`src/rtl/noc_port_arbiter_if.sv`:
```
// noc_port_arbiter_if
//   Request/response bundle between N requesters, the arbiter and one output link.
//   req_valid/req_data/req_ready : per-requester packet handshake (slice i at [i*WIDTH +: WIDTH])
//   out_valid/out_data/out_ready : output-register handshake towards the link
//   out_src                      : index of the requester whose packet is held
//   pkt_count                    : saturating count of packets accepted downstream
//   master modport: requesters + downstream side; slave modport: the arbiter.
interface noc_port_arbiter_if #(
    parameter int WIDTH = 11,
    parameter int N     = 5,
    parameter int CNT_W = 16
);
    localparam int SRC_W = (N > 1) ? $clog2(N) : 1;

    logic [N-1:0]       req_valid;
    logic [N*WIDTH-1:0] req_data;
    logic [N-1:0]       req_ready;
    logic               out_valid;
    logic [WIDTH-1:0]   out_data;
    logic               out_ready;
    logic [SRC_W-1:0]   out_src;
    logic [CNT_W-1:0]   pkt_count;

    modport master (
        output req_valid, req_data, out_ready,
        input  req_ready, out_valid, out_data, out_src, pkt_count
    );

    modport slave (
        input  req_valid, req_data, out_ready,
        output req_ready, out_valid, out_data, out_src, pkt_count
    );
endinterface

```
`src/rtl/noc_port_arbiter.sv`:
```
// noc_port_arbiter
//   Round-robin arbiter feeding a one-entry output register for a node output link.
//   i_clk  : clock, all state on rising edge
//   i_rst  : synchronous active-high reset
//   io_bus : noc_port_arbiter_if.slave (requests in, grants/held packet/count out)
//   At most one grant per cycle; the pointer moves to one past the winner on each
//   transfer, so every valid requester is served within N grants.
module noc_port_arbiter #(
    parameter int WIDTH = 11,
    parameter int N     = 5,
    parameter int CNT_W = 16
) (
    input  logic                 i_clk,
    input  logic                 i_rst,
    noc_port_arbiter_if.slave    io_bus
);
    localparam int SRC_W = (N > 1) ? $clog2(N) : 1;

    typedef enum logic {S_EMPTY = 1'b0, S_FULL = 1'b1} state_t;

    state_t             r_state;
    logic [WIDTH-1:0]   r_data;
    logic [SRC_W-1:0]   r_src;
    logic [SRC_W-1:0]   r_ptr;
    logic [CNT_W-1:0]   r_cnt;

    logic               w_can_accept;
    logic               w_found;
    logic               w_grant;
    logic               w_out_hs;
    logic [SRC_W-1:0]   w_win;
    logic [SRC_W-1:0]   w_ptr_nxt;
    logic [N-1:0]       w_req_ready;
    logic [WIDTH-1:0]   w_win_data;

    // (base + off) mod N for off in 0..N-1
    function automatic logic [SRC_W-1:0] f_wrap(input logic [SRC_W-1:0] base, input int off);
        logic [SRC_W:0] s;
        s = {1'b0, base} + (SRC_W+1)'(off);
        if (s >= (SRC_W+1)'(N)) s = s - (SRC_W+1)'(N);
        return s[SRC_W-1:0];
    endfunction

    assign w_can_accept = (r_state == S_EMPTY) || io_bus.out_ready;
    assign w_out_hs     = (r_state == S_FULL) && io_bus.out_ready;

    // Scan from the far end back to ptr so the closest valid requester wins last.
    always_comb begin
        w_found = 1'b0;
        w_win   = '0;
        for (int k = N-1; k >= 0; k--) begin
            if (io_bus.req_valid[f_wrap(r_ptr, k)]) begin
                w_found = 1'b1;
                w_win   = f_wrap(r_ptr, k);
            end
        end
    end

    assign w_grant = w_found && w_can_accept && !i_rst;

    always_comb begin
        w_req_ready = '0;
        for (int i = 0; i < N; i++)
            w_req_ready[i] = w_grant && (w_win == SRC_W'(i));
    end

    assign w_win_data = io_bus.req_data[w_win*WIDTH +: WIDTH];
    assign w_ptr_nxt  = (w_win == SRC_W'(N-1)) ? '0 : w_win + 1'b1;

    always_ff @(posedge i_clk) begin
        if (i_rst) begin
            r_state <= S_EMPTY;
            r_data  <= '0;
            r_src   <= '0;
            r_ptr   <= '0;
            r_cnt   <= '0;
        end else begin
            if (w_out_hs && (r_cnt != {CNT_W{1'b1}}))
                r_cnt <= r_cnt + 1'b1;
            case (r_state)
                S_EMPTY: begin
                    if (w_grant) begin
                        r_state <= S_FULL;
                        r_data  <= w_win_data;
                        r_src   <= w_win;
                        r_ptr   <= w_ptr_nxt;
                    end
                end
                S_FULL: begin
                    // Drain and refill in one edge when a grant coincides with out_ready.
                    if (w_grant) begin
                        r_data <= w_win_data;
                        r_src  <= w_win;
                        r_ptr  <= w_ptr_nxt;
                    end else if (io_bus.out_ready) begin
                        r_state <= S_EMPTY;
                    end
                end
                default: r_state <= S_EMPTY;
            endcase
        end
    end

    assign io_bus.req_ready = w_req_ready;
    assign io_bus.out_valid = (r_state == S_FULL);
    assign io_bus.out_data  = r_data;
    assign io_bus.out_src   = r_src;
    assign io_bus.pkt_count = r_cnt;
endmodule

```
`src/flat_wrapper.sv`:
```
// flat-port wrapper written by rule: the top's interface ports become plain ports
module noc_port_arbiter_flat 
#(
    parameter int WIDTH = 11,
    parameter int N     = 5,
    parameter int CNT_W = 16
)
  (i_clk, i_rst, io_bus_req_valid, io_bus_req_data, io_bus_out_ready, io_bus_req_ready, io_bus_out_valid, io_bus_out_data, io_bus_out_src, io_bus_pkt_count);
  noc_port_arbiter_if #(.WIDTH(WIDTH), .N(N), .CNT_W(CNT_W)) io_bus_i ();
  input  logic i_clk;
  input  logic i_rst;
  input wire logic [$bits(io_bus_i.req_valid)-1:0] io_bus_req_valid;
  input wire logic [$bits(io_bus_i.req_data)-1:0] io_bus_req_data;
  input wire logic [$bits(io_bus_i.out_ready)-1:0] io_bus_out_ready;
  output wire logic [$bits(io_bus_i.req_ready)-1:0] io_bus_req_ready;
  output wire logic [$bits(io_bus_i.out_valid)-1:0] io_bus_out_valid;
  output wire logic [$bits(io_bus_i.out_data)-1:0] io_bus_out_data;
  output wire logic [$bits(io_bus_i.out_src)-1:0] io_bus_out_src;
  output wire logic [$bits(io_bus_i.pkt_count)-1:0] io_bus_pkt_count;
  assign io_bus_i.req_valid = io_bus_req_valid;
  assign io_bus_i.req_data = io_bus_req_data;
  assign io_bus_i.out_ready = io_bus_out_ready;
  assign io_bus_req_ready = io_bus_i.req_ready;
  assign io_bus_out_valid = io_bus_i.out_valid;
  assign io_bus_out_data = io_bus_i.out_data;
  assign io_bus_out_src = io_bus_i.out_src;
  assign io_bus_pkt_count = io_bus_i.pkt_count;
  noc_port_arbiter #(.WIDTH(WIDTH), .N(N), .CNT_W(CNT_W)) u_core (.i_clk(i_clk), .i_rst(i_rst), .io_bus(io_bus_i));
endmodule
```
`config.mk`:
```
export PLATFORM = sky130hd
export DESIGN_NAME = noc_port_arbiter_flat
export DESIGN_NICKNAME = d
export VERILOG_FILES = /design/src/rtl/noc_port_arbiter_if.sv /design/src/rtl/noc_port_arbiter.sv /design/src/flat_wrapper.sv
export SDC_FILE = /design/constraint.sdc
export NUM_CORES = 1
export LEC_CHECK = 0
export BUFFER_PORTS_ARGS = -buffer_cell sky130_fd_sc_hd__buf_2
export CORE_MARGIN = 8
export CORE_UTILIZATION = 40
export CTS_BUF_LIST = sky130_fd_sc_hd__clkbuf_4
export CTS_CLUSTER_SIZE = 8
export DETAILED_ROUTE_END_ITERATION = 12
export PLACE_DENSITY = 0.63
export RECOVER_POWER = 50
export SLEW_MARGIN = 40
export SYNTH_ARGS = -nofsm -noshare
export SYNTH_HDL_FRONTEND = slang
export SYNTH_SLANG_ARGS = --single-unit
```
`constraint.sdc`:
```
create_clock -name i_clk -period 10 [get_ports i_clk]
set_clock_uncertainty 0.2 [all_clocks]
set_input_delay 3 -clock i_clk [delete_from_list [all_inputs] [get_ports i_clk]]
set_output_delay 3 -clock i_clk [all_outputs]
set_load 0.01 [all_outputs]
```
==> results.json, run 1 <==
{
  "finalCritPeriodShare": 0.904,
  "slowest_stage": "o21ba_1",
  "r2r-end": "u_core.r_ptr[2]",
  "num_rows": 32,
  "drv_slew": 0,
  "ys_warn_count": 0,
  "crit_fanout": 12,
  "clockRootBuffer": "clkbuf_4",
  "post-cts-setup-buffer-count": 0,
  "hpwl_mm": 7.03,
  "dpl_worst_slack_ps": 931,
  "htreeDepth": 2,
  "p_leak_nw": 1.56,
  "rr_worst_depth": 15,
  "clkTransAtPathRegs_ps": 120,
  "syn_nets": 445,
  "hold_class": "flop to flop",
  "period_minus_slack_ps": 9040,
  "die_area_sq_mm": 0.0107,
  "finalSetupTns_ps": 0,
  "hold_slack_ps": 264,
  "first_iter_violations": 194,
  "timing.rr.start": "u_core.r_ptr[1]",
  "num_vias": 3050,
  "grt_start_max_net_pins": 33,
  "setup_viol": 0,
  "syn_avg_cell_area_sq_um": 8.35,
  "synth_cells": 366,
  "die_y_microns": 103,
  "rrSetupSlack_ps": 5240,
  "fill_cells": 761,
  "endpoint_kind": "output pin",
  "status": "finished, final reports clean",
  "synth_edf_count": 0,
  "hold_depth": 2,
  "ys.flop_type": "dfxtp_1",
  "wirelength_mm": 8.94,
  "boundaryPins": 99,
  "antennaDiodeCount": 0,
  "coreArea_sq_mm": 0.00757,
  "crit_type": "input port to output pin",
  "power_density_mw_per_mm2": 366,
  "final_cell_mix": "buf_2, dfxtp_1, nor2_1, mux2i_1, clkbuf_1",
  "drc": 0,
  "postCtsHoldBufs": 0,
  "setup.worst_path.start_class": "input port",
  "synth-async-reset-ratio": 0,
  "drive_gt1_frac": 0.227,
  "cp_top_family": "compound AO/OA/AOI/OAI gates",
  "hold_start": "u_core.io_bus.out_src[0]",
  "final_common_cell": "buf_2",
  "place_congestion": 0.883,
  "final_util": 0.476,
  "timing.fmax_mhz": 111,
  "clock_sinks": 34,
  "grt_pass1_wl_mm": 13.8,
  "antenna_found_initial": 0,
  "ys_types": 72,
  "via_per_inst": 5.53,
  "path_cells": "buf_2, or4b_1, a32oi_1, o2111ai_1, o21a_1, nand4b_1, o221ai_1, o21ba_1, ha_1, inv_1, nor3_1, buf_2",
  "clock_latency_ps": 330,
  "floorplan.initialDensity": 0.404,
  "clock_path_buffers": 2,
  "cpPeakStageDelay_ps": 630,
  "wl_per_cell_microns": 16.2,
  "nNetsFinal": 528,
  "ys_ff_latch": 34,
  "yosysSeqAreaShare": 0.223,
  "placed_cell_area_sq_mm": 0.00353,
  "netlist_area_sq_mm": 0.00306,
  "die_w_microns": 103,
  "slew-limit-headroom": 0.448,
  "syn_to_final_growth_pct": 17.9,
  "detail-route-antenna-nets": 0,
  "stdcell_count": 552,
  "cts-resized-gates": 0,
  "final_hold_viol_count": 0,
  "worst_slack_ps": 960,
  "fin_area_sq_mm": 0.00360,
  "cp_common_cell": "buf_2",
  "power_mw": 1.32,
  "rsz0062_at_grt": "false",
  "grt_overflow": 0,
  "crit_buf_inv": 3,
  "tightest_slew_ps": 825,
  "grt_pass1_vias": 2882,
  "cts_tree": "done",
  "track_usage": 0.160,
  "port_buffers": 98,
  "ir_drop_mv": 0.133,
  "drv_cap": 0,
  "firstDrtPassIters": 4,
  "placed_cells": 544,
  "required_ps": 6800,
  "holdPathEnd": "u_core.io_bus.out_src[0]",
  "crit_arrival_ps": 5840,
  "cts-buffers-inserted": 5
}
-- cell families after synthesis --
| family | Yosys count | synth area share |
|---|---|---|
| simple gates | 130 | 0.225 |
| buf+inv | 41 | 0.0733 |
| mux | 33 | 0.117 |
| flops | 34 | 0.223 |
| fa+ha+maj | 16 | 0.0680 |
| compound gates | 95 | 0.245 |
| xor+xnor | 17 | 0.0487 |
-- cells in the mapped netlist, types with 3 or more instances --
cell       n  area (sq um)
dfxtp_1   34           681
nor2_1    33           124
mux2i_1   29           290
nand2_1   21          78.8
inv_1     16          60.1
ha_1      15           188
a21oi_1   13          65.1
a22oi_1   13          97.6
nand2b_1  11          68.8
nand3_1   11          55.1
o221ai_1  11          96.3
nand4_1   10          62.6
o21ai_0   10          50.1
buf_2      9          45.0
nor3_1     9          45.0
xor2_1     9          78.8
clkbuf_1   8          30.0
xnor2_1    8          70.1
a211oi_1   5          37.5
a21o_1     5          37.5
a31oi_1    4          25.0
and3_1     4          25.0
and2_1     3          18.8
buf_6      3          33.8
nor2b_1    3          18.8
nor3b_1    3          22.5
nor4_1     3          18.8
o211ai_1   3          22.5
or2_2      3          18.8
or3_1      3          18.8
-- final cells by class --
| type | instances | area [sq um] | share of cell area |
|---|---|---|---|
| multi-input combinational | 291 | 2150 | 0.597 |
| sequential | 34 | 681 | 0.189 |
| timing repair buffer | 100 | 473 | 0.131 |
| tap | 102 | 128 | 0.0354 |
| clock inverter | 3 | 68.8 | 0.0191 |
| inverter | 17 | 63.8 | 0.0177 |
| clock buffer | 5 | 37.5 | 0.0104 |
-- report_power, final --
part	total (mW)	internal, mW	switching (mW)
clock network	0.126	0.0782	0.0481
registers	0.202	0.169	0.0329
logic	0.989	0.415	0.574
total	1.32	0.662	0.655
-- per-layer routing --
layer  GRT usage  wire length [microns]  vias to the layer above
met4      0.0311                     97                        0
met1       0.213                   3930                     1428
met3      0.0268                    409                        8
met5           0                      0                        -
li1            -                      -                     1532
met2       0.263                   4500                       82
-- how the worst max path moves through the flow --
| stage | start | endpoint | slack [ps] | depth (start not counted) |
|---|---|---|---|---|
| after floorplan | io_bus_req_valid[1] | io_bus_req_ready[3] | 1450 | 14 |
| after global placement | io_bus_req_valid[0] | io_bus_req_ready[1] | 1050 | 12 |
| after detailed placement | io_bus_req_valid[0] | io_bus_req_ready[1] | 930 | 12 |
| after CTS | io_bus_req_valid[0] | io_bus_req_ready[1] | 940 | 12 |
| after global routing | io_bus_req_valid[0] | io_bus_req_ready[1] | 740 | 12 |
| final | io_bus_req_valid[0] | io_bus_req_ready[0] | 960 | 12 |
-- registers in the layout, indices dropped and copies added (netlist names) --
register                 count
u_core.io_bus.out_data      11
u_core.io_bus.out_src        3
u_core.io_bus.out_valid      1
u_core.io_bus.pkt_count     16
u_core.r_ptr                 3
-- worst reg2reg max path, delay by kind of cell, from the launching register on --
family	cells	cell delay (ps)
AOI/OAI and AO/OA	5	1360
adders and majority gates	4	1210
and+or+nand+nor	3	720
DFF	1	590
buffers and inverters	2	450
muxes	1	170
No activity file was read; power rests on OpenSTA's default activity.
==> run 2: changes to the inputs <==
--- a/config.mk
+++ b/config.mk
@@ -11,9 +11,11 @@
 export CTS_BUF_LIST = sky130_fd_sc_hd__clkbuf_4
 export CTS_CLUSTER_SIZE = 8
 export DETAILED_ROUTE_END_ITERATION = 12
+export GPL_TIMING_DRIVEN = 0
 export PLACE_DENSITY = 0.63
 export RECOVER_POWER = 50
-export SLEW_MARGIN = 40
+export REMOVE_ABC_BUFFERS = 1
+export SLEW_MARGIN = 20
 export SYNTH_ARGS = -nofsm -noshare
 export SYNTH_HDL_FRONTEND = slang
 export SYNTH_SLANG_ARGS = --single-unit
==> results.json, run 2 (synthesis results as in run 1) <==
{
  "endpoint_kind": "output pin",
  "coreArea_sq_mm": 0.00757,
  "grt_start_max_net_pins": 33,
  "boundaryPins": 99,
  "crit_buf_inv": 4,
  "floorplan.initialDensity": 0.404,
  "drv_slew": 0,
  "post-cts-setup-buffer-count": 0,
  "worst_slack_ps": 715,
  "track_usage": 0.160,
  "slew-limit-headroom": 0.427,
  "clkTransAtPathRegs_ps": 100,
  "first_iter_violations": 190,
  "placed_cell_area_sq_mm": 0.00351,
  "setup.worst_path.start_class": "input port",
  "placed_cells": 542,
  "final_hold_viol_count": 0,
  "via_per_inst": 5.57,
  "die_w_microns": 103,
  "clock_sinks": 34,
  "clock_path_buffers": 2,
  "postCtsHoldBufs": 0,
  "grt_pass1_wl_mm": 13.7,
  "crit_fanout": 26,
  "crit_arrival_ps": 6080,
  "drv_cap": 0,
  "clock_latency_ps": 340,
  "fill_cells": 772,
  "num_vias": 3063,
  "num_rows": 32,
  "die_area_sq_mm": 0.0107,
  "antennaDiodeCount": 0,
  "rsz0062_at_grt": "false",
  "cp_top_family": "compound AO/OA/AOI/OAI gates",
  "wl_per_cell_microns": 15.8,
  "cts-buffers-inserted": 5,
  "final_cell_mix": "buf_2, nor2_1, dfxtp_1, mux2i_1, clkbuf_1",
  "timing.rr.start": "u_core.r_ptr[0]",
  "dpl_worst_slack_ps": 754,
  "place_congestion": 0.832,
  "firstDrtPassIters": 4,
  "slowest_stage": "o21ba_2",
  "cts-resized-gates": 0,
  "htreeDepth": 2,
  "timing.fmax_mhz": 108,
  "port_buffers": 98,
  "fin_area_sq_mm": 0.00356,
  "hpwl_mm": 6.70,
  "power_mw": 1.27,
  "grt_pass1_vias": 2869,
  "detail-route-antenna-nets": 0,
  "cpPeakStageDelay_ps": 780,
  "hold_class": "flop to flop",
  "stdcell_count": 550,
  "nNetsFinal": 526,
  "cts_tree": "done",
  "die_y_microns": 103,
  "crit_start": "io_bus_req_valid[0]",
  "required_ps": 6800,
  "setup_viol": 0,
  "finalSetupTns_ps": 0,
  "power_density_mw_per_mm2": 356,
  "status": "finished, final reports clean",
  "drive_gt1_frac": 0.228,
  "final_common_cell": "buf_2",
  "grt_overflow": 0,
  "tightest_slew_ps": 857,
  "hold_start": "u_core.io_bus.out_src[0]",
  "syn_to_final_growth_pct": 16.7,
  "drc": 0,
  "wirelength_mm": 8.68,
  "ir_drop_mv": 0.189,
  "period_minus_slack_ps": 9280,
  "largest_register_ffs": 16,
  "path_cells": "buf_2, or4b_1, a32oi_1, o2111ai_1, o21a_1, nand4b_1, o221ai_1, o21ba_2, inv_1, ha_1, ha_1, inv_1, nor2_1, buf_2",
  "p_leak_nw": 1.53,
  "crit_type": "input port to output pin",
  "antenna_found_initial": 0,
  "clockRootBuffer": "clkbuf_4",
  "finalCritPeriodShare": 0.928
}
run 2: tightest hold or removal path: cells and delay by family (launching register included):
family / cells / cell delay [ps]
flops: 1 / 320
simple gates: 2 / 110
run 2: cell type report:
cell class / count / area, sq um / area share
timing repair buffer: 98 / 458 / 0.128
sequential: 34 / 682 / 0.191
clock inverter: 3 / 45.0 / 0.0126
multi-input combinational: 291 / 2150 / 0.603
clock buffer: 5 / 37.5 / 0.0105
inverter: 17 / 63.8 / 0.0179
tap: 102 / 128 / 0.0358
run 2: path summary, 6_finish.rpt:
kind	endpoint	slack, ps	depth (start not counted)
setup / recovery	io_bus_req_ready[3]	720	14
hold / removal	u_core.io_bus.out_src[0]	260	2
setup reg to reg	u_core.r_ptr[2]	4880	14
hold reg to reg	u_core.io_bus.out_src[0]	260	2
run 2: routing by layer:
layer / wire [microns] / share of wire / global-route usage / up-vias
met5: 0 / 0 / 0 / -
met4: 93 / 0.011 / 0.0512 / 0
met3: 524 / 0.060 / 0.0355 / 8
met2: 4360 / 0.50 / 0.265 / 92
met1: 3700 / 0.43 / 0.200 / 1432
li1: - / - / - / 1531
run 2: power by group:
part           switching [mW]  total (mW)  internal, mW
clock network          0.0497       0.102        0.0524
logic                   0.547       0.956         0.409
registers              0.0424       0.212         0.170
total                   0.639        1.27         0.631
run 2: through the flow:
step,util,hold WS [ps]
2_1_floorplan,-,278
3_3_place_gp,0.464,231
3_5_place_dp,0.464,239
4_1_cts,0.475,264
5_1_grt,0.471,284
6_report,0.471,262
